$ cat src/rtl/key_filter.sv
// Debounces KEY_NUM active-low buttons: 2-FF sync, then a per-key 4-state filter FSM with a CNT_20MS+1 cycle window.
// Optional macro KEY_RELEASE_EN adds the key_release pulse output.
module key_filter #(
  parameter int KEY_NUM  = 4,
  parameter int CNT_20MS = 999_999,
  parameter int CNT_W    = 20
) (
  input  logic               sclk,
  input  logic               s_rst,
  input  logic [KEY_NUM-1:0] key_in,
  output logic [KEY_NUM-1:0] key_press,
`ifdef KEY_RELEASE_EN
  output logic [KEY_NUM-1:0] key_release,
`endif
  output logic [KEY_NUM-1:0] key_level
);

  localparam logic [CNT_W-1:0] CNT_MAX = CNT_W'(CNT_20MS);

  typedef enum logic [1:0] {
    IDLE   = 2'd0,
    FLT_DN = 2'd1,
    DOWN   = 2'd2,
    FLT_UP = 2'd3
  } state_t;

  logic [KEY_NUM-1:0] sync1;
  logic [KEY_NUM-1:0] ks;

  // Idle-high reset value so a released key never looks like a press.
  always_ff @(posedge sclk or negedge s_rst) begin
    if (!s_rst) begin
      sync1 <= '1;
      ks    <= '1;
    end else begin
      sync1 <= key_in;
      ks    <= sync1;
    end
  end

  for (genvar i = 0; i < KEY_NUM; i++) begin : g_key
    state_t           state;
    logic [CNT_W-1:0] cnt;
    logic             press;
    logic             level;
    logic             release_p;

    always_ff @(posedge sclk or negedge s_rst) begin
      if (!s_rst) begin
        state     <= IDLE;
        cnt       <= '0;
        press     <= 1'b0;
        level     <= 1'b0;
        release_p <= 1'b0;
      end else begin
        press     <= 1'b0;
        release_p <= 1'b0;
        case (state)
          IDLE: begin
            if (!ks[i]) begin
              state <= FLT_DN;
              cnt   <= '0;
            end
          end
          FLT_DN: begin
            if (ks[i]) begin
              state <= IDLE;
              cnt   <= '0;
            end else if (cnt == CNT_MAX) begin
              state <= DOWN;
              cnt   <= '0;
              press <= 1'b1;
              level <= 1'b1;
            end else begin
              cnt <= cnt + 1'b1;
            end
          end
          DOWN: begin
            if (ks[i]) begin
              state <= FLT_UP;
              cnt   <= '0;
            end
          end
          FLT_UP: begin
            // A bounce back to pressed resumes the held state without a new pulse.
            if (!ks[i]) begin
              state <= DOWN;
              cnt   <= '0;
            end else if (cnt == CNT_MAX) begin
              state     <= IDLE;
              cnt       <= '0;
              level     <= 1'b0;
              release_p <= 1'b1;
            end else begin
              cnt <= cnt + 1'b1;
            end
          end
          default: begin
            state <= IDLE;
            cnt   <= '0;
          end
        endcase
      end
    end

    assign key_press[i] = press;
    assign key_level[i] = level;
`ifdef KEY_RELEASE_EN
    assign key_release[i] = release_p;
`else
    logic unused_release;
    assign unused_release = release_p;
`endif
  end

endmodule
$ cat config.mk
export PLATFORM = sky130hd
export DESIGN_NAME = key_filter
export DESIGN_NICKNAME = d
export VERILOG_FILES = /design/src/rtl/key_filter.sv
export SDC_FILE = /design/constraint.sdc
export NUM_CORES = 1
export LEC_CHECK = 0
export CAP_MARGIN = 20
export CORE_ASPECT_RATIO = 0.8
export CORE_MARGIN = 2
export CORE_UTILIZATION = 55
export CTS_CLUSTER_SIZE = 10
export DETAILED_ROUTE_END_ITERATION = 8
export HOLD_SLACK_MARGIN = 0.12
export PLACE_DENSITY = 0.75
export SLEW_MARGIN = 30
export SYNTH_ARGS = -nofsm -noshare
export SYNTH_HDL_FRONTEND = slang
export SYNTH_SLANG_ARGS = --single-unit
$ cat constraint.sdc
create_clock -name sclk -period 2.56 [get_ports sclk]
set_clock_uncertainty 0.1 [all_clocks]
set_input_delay 0.256 -clock sclk [delete_from_list [all_inputs] [get_ports sclk]]
set_output_delay 0.256 -clock sclk [all_outputs]
set_load 0.03 [all_outputs]
### Yosys cells after proc, flatten, opt, wreduce, memory -nomap -nowiden

Cells that the tools add are included.

| cells by class | value |
|---|---|
| equal/unequal tests | 48 |
| reduce and logical (&&, ||, !) cells | 20 |
| muxes and demuxes | 84 |
| add/sub/neg operators | 4 |

Operators with widths:

| cell | count |
|---|---|
| $mux W20 | 20 |
| $pmux W20 S4 | 4 |
| $add A20 B1 Y20 const B | 4 |
| $eq A20 B20 Y1 const B | 4 |
| $mux W2 | 24 |
| $ne A2 B2 Y1 const B | 24 |
| $pmux W2 S4 | 4 |
| $mux W1 | 28 |
| $ne A3 B3 Y1 const B | 8 |
| $reduce_and A5 Y1 | 4 |
| $eq A2 B2 Y1 const B | 8 |
| $reduce_and A4 Y1 | 4 |
| $eq A2 B1 Y1 const B | 4 |
| $logic_not A2 Y1 | 4 |
| $pmux W1 S2 | 4 |
| $reduce_and A2 Y1 | 4 |
| $reduce_bool A2 Y1 | 4 |

| word-level totals | value |
|---|---|
| output and inout port bits | 8 |
| register bits | 104 |
| logic and storage cells | 174 |

### Longest topological paths before layout

Gate-level depths: netlist of run 1.

| logic depth | value |
|---|---|
| depth in word-level cells | 4 |
| gate-level depth with buffers | 8 |

### Worst setup path after synthesis of run 1

No wires, ideal clock.

| timing path | value |
|---|---|
| kind | register -> register |
| start point | register g_key[1].cnt[0] |
| end point | register g_key[1].cnt[17] |
| cell stages (with the launch flop) | 7 |
| data required time | 2.370 ns |
| slack | 0.558 ns |
| arrival time | 1.811 ns |
| cells stage by stage | dfrtp_1 ha_1 and2_1 and4_1 a21o_1 or4_1 o221ai_1 |

| on the way | value |
|---|---|
| longest elaborated chain between the ends | 4 |

RTL lines:

| item | RTL line | source |
|---|---|---|
| start: declaration | 43 | `logic [CNT_W-1:0] cnt;` |
| start signal: assignment | 75 | `cnt <= cnt + 1'b1;` |
| start signal: assignment | 95 | `cnt <= cnt + 1'b1;` |
| $add A20 B1 Y20 or $eq A20 B20 Y1 (tied branches) | n/a |  |
| $mux W20 (*) | 69, 89 |  |
| $mux W20, on equally long branches | 86, 66 |  |
| $pmux W20 S4 (*) | 58 | `case (state)` |

Mark *: on every way between the ends. The rest lies on a longest branch, timed or not.
A chain may end at the register's enable or synchronous reset.

### Worst setup path in the final report of run 1

| timing path | value |
|---|---|
| start point | register g_key[0].cnt[0] |
| end point | register g_key[0].cnt[9] |

| on the way | value |
|---|---|
| longest elaborated chain between the ends | 4 |

RTL lines:

| item | RTL line |
|---|---|
| start: declaration | 43 |
| start signal: assignment | 75 |
| start signal: assignment | 95 |
| $add A20 B1 Y20 or $eq A20 B20 Y1 (tied branches) | n/a |
| $mux W20 (*) | 69, 89 |
| $mux W20, on equally long branches | 86, 66 |
| $pmux W20 S4 (*) | 58 |

Marked as above.

==> summary.md, run 1 <==
| Metric | Value |
|---|---|
| Pwr dens | 619 nW/µm² |
| TritonCTS clock tree | built |
| Mean Syn Cell Area | approximately 9.4 µm² |
| Core Area | about 9600 µm² |
| Fin nets | approximately 590 |
| Post-Syn Area | about 5400 µm² |
| Num CTS Buffers | 9 |
| GPL Wtd Cong | 0.805 |
| Post-CTS Setup Bufs | 0 |
| Synth cell types | 60 |
| Worst hold endpoint | sync1[2] |
| Minimum clock period | between 2000 and 2500 ps |
| Crit-path cells | ha_1 > nand3_2 > nor4_4 > a21o_1 > o21ai_0 > a22o_1 |
| Gr ovfl total | 0 |
| Worst skew pair latency | about 350 ps |
| Final hold vios | 0 |
| Worst setup path category | reg -> reg |
| Die ar. | 10,700 µm² |
| RSZ-0062 raised after global routing | false |
| Antenna fix cells | 0 |
| Residual DRC | 0 |
| Clock power frac | a little under two fifths |
| CTS Buffer Depth | 2 |
| # clock sinks | around 100 |
| Placed cell count | between 600 and 700 |
| Post-route cell area | around 5900 µm² |
| Syn_nets | just under 600 |
| Fin Hold WS | 213 ps |
| Layout cells sized above 1 | 8.67% |
| Post-synthesis instance total | 579 |
| Internal power | approximately 2600 µW |
| Flop-to-flop setup slack | around 320 ps |
| Final setup viols | 0 |
| Worst r2r src | g_key[0].cnt[0] |
| Slowest stage delay, CP | ~450 ps |
| Post-DP HPWL | 7.28 mm |
| Flop pwr share | 49.0% |
| Vias in the first global route | just over 4,000 |
| Async SR Flop Fraction | 100% |
| Root Driver | clkbuf_16 |
| IO Pins | 14 |
| Top FF cell, synth | dfrtp_1 |
| Routed via count | approximately 4,300 |
| Status | finished, final reports clean |
| WHS Path Cells | 1 |
| Cell row count | 32 |
| Initial antenna violation count | 0 |
| Crit start category | flip-flop |
| Logic pwr share | between 10% and 20% |
| Starting density of the core | 56.3% |
| Tcrit/Tclk final | between 80% and 90% |
| CTS clk-pin slew, worst paths | around 70 ps |
| Setup TNS | 0 ps |
| Maximum VDD drop | between 0.0003 and 0.0004 V |
| Synth Register Bits | between 100 and 150 |
| RR Endpoint | g_key[0].cnt[9] |
| Worst Setup End Kind | flip-flop |
| H-tree depth | 3 |
| Post-placement cell area | between 5000 and 6000 µm² |
| Slew Limit Fails | 0 |
| Crit-path max FO | 10 |
| Slowest cell on the critical path | nor4_4 |
| Routed length per instance | between 15 and 20 µm |
| Worst Max-Slew Pin Slew | 844 ps |
| Routed Antenna Nets | 0 |
| Worst EP arrival | 2380 ps |
| Global-route wire length before repair | 19.2 mm |
| Die Span X | 115 µm |
| Drt pass-1 iters | 5 |
| Max-capacitance violation count | 0 |
| Buffers added on ports | 13 |
| Psw | approximately 1000 µW |
| Seq/Total Area, Yosys | roughly half |
| HP Start | key_in[2] |
| DR vias/cell | 6.07 |
| Area Growth Syn to Fin | 8.87% |
| Leakage power figure | approximately 0.0024 µW |
| Sw Share | ~28% |
| Worst Path Required | around 2700 ps |
| 1st-iter DRT viols | ~330 |
| HP Class | in -> reg |
| Vert. Die Dim | between 90 and 100 µm |
| Post-Layout Cell Count | 707 |
| Slew Limit Headroom | between 40% and 50% |
| FF-to-FF path depth | 6 |
| Final wirelength | 10.8 mm |
| YS warnings | 0 |
| Largest net degree at the start of global routing | 52 |
| Fmax | approximately 450 MHz |
| Total Routing Usage GR | 22.4% |
| Number of synthesized flops with an enable pin | 0 |
==> sequential cells by signal, summed over array words and instances (netlist names), named ones only <==
| signal | flops |
|---|---|
| g_key.cnt | 80 |
| g_key.level | 4 |
| sync1 | 4 |
| g_key.press | 4 |
| g_key.state | 4 |
| ks | 4 |
==> stage by stage <==
stage	total power [µW]	setup slack, ps	utilization [%]
after global routing	3800	171	61.3
after floorplan	2160	558	-
after global placement	2270	184	58.1
final	3650	321	61.3
after detailed placement	2300	352	58.2
after CTS	3660	326	61.3
==> kinds of logic (layout without fill, tap and decap cells) <==
| kind of cell | Yosys count | count (layout) | synth area share, % |
|---|---|---|---|
| buffers and inverters | 48 | 57 | 4.44 |
| adder cells (fa/ha/maj) | 4 | 4 | 0.924 |
| AND/OR/NAND/NOR | 255 | 255 | 25.4 |
| flip-flops | 104 | 104 | 48.3 |
| AO/OA/AOI/OAI | 137 | 137 | 15.7 |
| XOR/XNOR | 25 | 25 | 4.04 |
| multiplexers | 6 | 6 | 1.16 |
==> worst max path at each step <==
stage | start | to | slack, ps | cells past startpoint
after global placement | g_key[0].cnt[0] | g_key[0].cnt[6] | 180 | 6
after floorplan | g_key[1].cnt[0] | g_key[1].cnt[17] | 560 | 6
after global routing | g_key[0].cnt[0] | g_key[0].cnt[18] | 170 | 6
after CTS | g_key[0].cnt[0] | g_key[0].cnt[9] | 330 | 6
final | g_key[0].cnt[0] | g_key[0].cnt[9] | 320 | 6
after detailed placement | g_key[0].cnt[0] | g_key[0].cnt[9] | 350 | 6
==> cell usage after synthesis (all sizes together), types with 4 or more instances <==
master	instances	share of area, %
mux2i	4	0.74
xnor2	12	1.9
nand2b	5	0.58
dfrtp	96	44
nor3	19	1.8
buf	19	2.4
nand4	16	1.8
and3	7	0.81
a22o	10	1.6
or4	4	0.62
a31oi	30	3.5
nor4	12	2.7
inv	22	1.5
nand3	41	4.0
o21ai	38	3.5
a21o	5	0.69
clkbuf	7	0.49
dfstp	8	3.9
and4	5	0.81
nor2	52	4.0
nand2	65	4.5
nor2b	4	0.46
ha	4	0.92
or3	11	1.3
xor2	13	2.1
a41oi	7	1.1
a21oi	31	2.9
or2	4	0.46
==> final cells by class <==
type / count / area, µm²
inverters: 22 / 82.6
clock inverters: 5 / 57.6
fillers: 788 / 3710
repair buffers: 19 / 188
multi-input cells: 427 / 2570
well taps: 119 / 149
flip-flops and latches: 104 / 2610
clock buffers: 11 / 233
==> layer usage <==
| metal | wire, µm | GRT usage, % | part of all wire [%] | vias to the layer above |
|---|---|---|---|---|
| met5 | 0 | 0 | 0 | - |
| met4 | 136 | 6.43 | 1.3 | 0 |
| met3 | 413 | 4.19 | 3.8 | 11 |
| met2 | 5000 | 34.9 | 46 | 82 |
| met1 | 5250 | 32.1 | 49 | 2092 |
| li1 | - | - | - | 2103 |
==> layout by cell type, fill, tap and decap left out, drive strengths merged, types with 13 or more instances in the layout <==
master  count
inv        22
nand4      16
dfrtp      96
nand2      65
o21ai      38
nand3      41
xor2       13
nor3       19
a21oi      31
a31oi      30
nor2       52
==> repair_timing <==
action,CTS,global route
gates resized for setup,0,0
hold endpoints to repair,69,0
hold buffers,1,0
==> power by group through the flow <==
stage / combinational [µW] / sequential (µW) / clock [µW]
2_1_floorplan: 366 / 1800 / 0
3_3_place_gp: 465 / 1810 / 0
3_5_place_dp: 488 / 1810 / 0
4_1_cts: 492 / 1780 / 1390
5_1_grt: 550 / 1800 / 1460
6_report: 491 / 1790 / 1370
==> critical path: cells and delay by family, from the launching register on <==
family          cells  cell delay [ps]
fa+ha+maj           1              230
simple gates        2              650
compound gates      3              740
flops               1              410
Power figures use the tool's default switching activity.
==> inputs of run 2 (changes only) <==
--- a/config.mk
+++ b/config.mk
@@ -13,7 +13,9 @@
 export DETAILED_ROUTE_END_ITERATION = 8
 export HOLD_SLACK_MARGIN = 0.12
 export PLACE_DENSITY = 0.75
+export SKIP_LAST_GASP = 1
 export SLEW_MARGIN = 30
 export SYNTH_ARGS = -nofsm -noshare
 export SYNTH_HDL_FRONTEND = slang
 export SYNTH_SLANG_ARGS = --single-unit
+export TNS_END_PERCENT = 1
==> results of run 2 <==
No change in the layout: final DEF, timing and power equal those of run 1.
==> inputs of run 3 (changes only) <==
--- a/config.mk
+++ b/config.mk
@@ -5,6 +5,7 @@
 export SDC_FILE = /design/constraint.sdc
 export NUM_CORES = 1
 export LEC_CHECK = 0
+export ABC_CLOCK_PERIOD_IN_PS = 2560
 export CAP_MARGIN = 20
 export CORE_ASPECT_RATIO = 0.8
 export CORE_MARGIN = 2
@@ -12,7 +13,8 @@
 export CTS_CLUSTER_SIZE = 10
 export DETAILED_ROUTE_END_ITERATION = 8
 export HOLD_SLACK_MARGIN = 0.12
-export PLACE_DENSITY = 0.75
+export MAX_ROUTING_LAYER = met4
+export PLACE_DENSITY_LB_ADDON = 0.05
 export SKIP_LAST_GASP = 1
 export SLEW_MARGIN = 30
 export SYNTH_ARGS = -nofsm -noshare
==> run 3 against run 2 <==
Highest routed layer unchanged. Global-route usage down 0.15 points. Die area unchanged. Sequential share of layout area down 0.24 points. Wire length down 1.1%. Combinational power about the same. Critical path depth up 1. Clock-buffer cell count up 2. Largest power group unchanged. Power up 0.34%. Utilization up 0.34 points. Non-clock buffer count up 3. Critical path type unchanged.
==> summary.md, run 3 (synthesized netlist as in run 1, its figures left out) <==
| Metric | Value |
|---|---|
| Logic pwr share | around 14% |
| Core Area | around 9600 µm² |
| H-tree depth | 3 |
| 1st-iter DRT viols | 352 |
| Slew Limit Fails | 0 |
| # clock sinks | around 100 |
| Layout cells sized above 1 | a little under a tenth |
| Root Driver | clkbuf_16 |
| Psw | 987 µW |
| IO Pins | 14 |
| Final wirelength | 10.7 mm |
| Worst skew pair latency | between 300 and 400 ps |
| Worst Max-Slew Pin Slew | 734 ps |
| Vias in the first global route | about 4,000 |
| Place WS | between 300 and 400 ps |
| Post-Layout Cell Count | 710 |
| Gr ovfl total | 0 |
| Cts hold-fix bufs | 1 |
| CTS clk-pin slew, worst paths | 70 ps |
| Placed cell count | 693 |
| Clock power frac | a little under two fifths |
| Max-capacitance violation count | 0 |
| Flop pwr share | approximately 49% |
| Status | finished, final reports clean |
| Vert. Die Dim | 92.7 µm |
| Fmax | ~450 MHz |
| Antenna fix cells | 0 |
| Minimum clock period | around 2200 ps |
| Post-CTS Setup Bufs | 0 |
| Area Growth Syn to Fin | 9.48% |
| Initial antenna violation count | 0 |
| Top Metal Used | met4 |
| CTS resizes | 0 |
| DR vias/cell | approximately 6 |
| Buffers added on ports | 13 |
| Worst setup path category | reg -> reg |
| Final hold vios | 0 |
| Worst Setup End Kind | flip-flop |
| Total Routing Usage GR | between 20% and 30% |
| Routed Antenna Nets | 0 |
| Die Span X | ~110 µm |
| Max reg flops | 80 |
| Sw Share | 27.0% |
| Internal power | between 2000 and 3000 µW |
| Leakage power figure | approximately 0.0024 µW |
| Biggest register | g_key.cnt |
| Cell row count | 32 |
| # fillers | about 800 |
| Final setup viols | 0 |
| Largest net degree at the start of global routing | 63 |
| TritonCTS clock tree | built |
| Met1 WL | between 5 and 6 mm |
| Crit start category | flip-flop |
| Met2 WL | ~4.8 mm |
| Maximum VDD drop | 0.000490 V |
| Global-route wire length before repair | between 15 and 20 mm |
| Routed via count | 4,285 |
| Pwr dens | roughly 620 nW/µm² |
| HP Class | in -> reg |
| CTS Buffer Depth | 2 |
| Die ar. | between 10,000 and 15,000 µm² |
| Met3 wire length | 423 µm |
| Routed length per instance | between 15 and 20 µm |
| Fin nets | about 600 |
| Num CTS Buffers | 9 |
| Setup TNS | 0 ps |
| Worst EP arrival | approximately 2400 ps |
| Worst Path Required | approximately 2700 ps |
| Post-DP HPWL | around 7.3 mm |
| Slew Limit Headroom | between 50% and 60% |
| Crit-path max FO | 6 |
| Starting density of the core | 56.3% |
| Commonest non-fill, non-tap cell in the layout | dfrtp_1 |
| Drt pass-1 iters | 6 |
| Final setup margin | 338 ps |
| Commonest non-fill, non-tap cells in the layout | dfrtp_1, nand2_1, nor2_1, nand3_1, o21ai_0 |
| RSZ-0062 raised after global routing | false |
| Residual DRC | 0 |
| Tcrit/Tclk final | between 80% and 90% |
| GPL Wtd Cong | 0.814 |
run 3: changes by cell type in the layout (fill, tap and decap cells not counted), sizes merged:
cell | previous run | this run
clkinv | 4 | 2
buf | 6 | 9
clkbuf | 11 | 13
run 3: critical path, stage by stage (launching register included):
cell and delay [ps]:
dfrtp_1 400, ha_1 230, nand3_2 120, buf_4 190, nor4_4 390, nand3_1 190, o211a_1 240, a221o_1 250
run 3: layout make-up:
| cell class | count | area, µm² | share of cell area, % |
|---|---|---|---|
| inverter | 22 | 82.6 | 1.39 |
| clock inverter | 3 | 40.0 | 0.676 |
| tap | 119 | 149 | 2.51 |
| multi-input combinational | 427 | 2570 | 43.4 |
| sequential | 104 | 2610 | 44.1 |
| timing repair buffer | 22 | 210 | 3.55 |
| clock buffer | 13 | 260 | 4.39 |
run 3: path summary, 6_finish.rpt:
| check | startpoint | endpoint | slack (ps) | cells after the start |
|---|---|---|---|---|
| max reg2reg | g_key[0].cnt[0] | g_key[0].cnt[18] | 340 | 7 |
| max in group asynchronous | s_rst | sync1[3] | 1480 | 3 |
| min in group asynchronous | s_rst | g_key[1].press | 220 | 2 |
| max | g_key[0].cnt[0] | g_key[0].cnt[18] | 340 | 7 |
| min | key_in[1] | sync1[1] | 210 | 1 |
| min reg2reg | sync1[0] | ks[0] | 260 | 0 |
run 3: power groups by stage:
stage	Combinational [µW]	Sequential [µW]	Clock [µW]
2_1_floorplan	366	1800	0
3_3_place_gp	472	1810	0
3_5_place_dp	494	1810	0
4_1_cts	497	1780	1420
5_1_grt	554	1800	1500
6_report	493	1780	1380
run 3: metal layers:
| metal | up-vias | track usage, % |
|---|---|---|
| li1 | 2107 | - |
| met5 | - | - |
| met2 | 89 | 32.5 |
| met1 | 2077 | 31.6 |
| met4 | 0 | 5.42 |
| met3 | 12 | 5.17 |
run 3: through the flow:
stage / util [%] / hold WS, ps / total power (µW) / instance area, µm²
floorplan: - / -140 / 2160 / 5410
global placement: 58.4 / 40.5 / 2280 / 5610
detailed placement: 58.5 / 40.6 / 2310 / 5620
CTS: 61.7 / 207 / 3700 / 5930
global route: 61.7 / 214 / 3850 / 5930
finish: 61.7 / 211 / 3660 / 5930
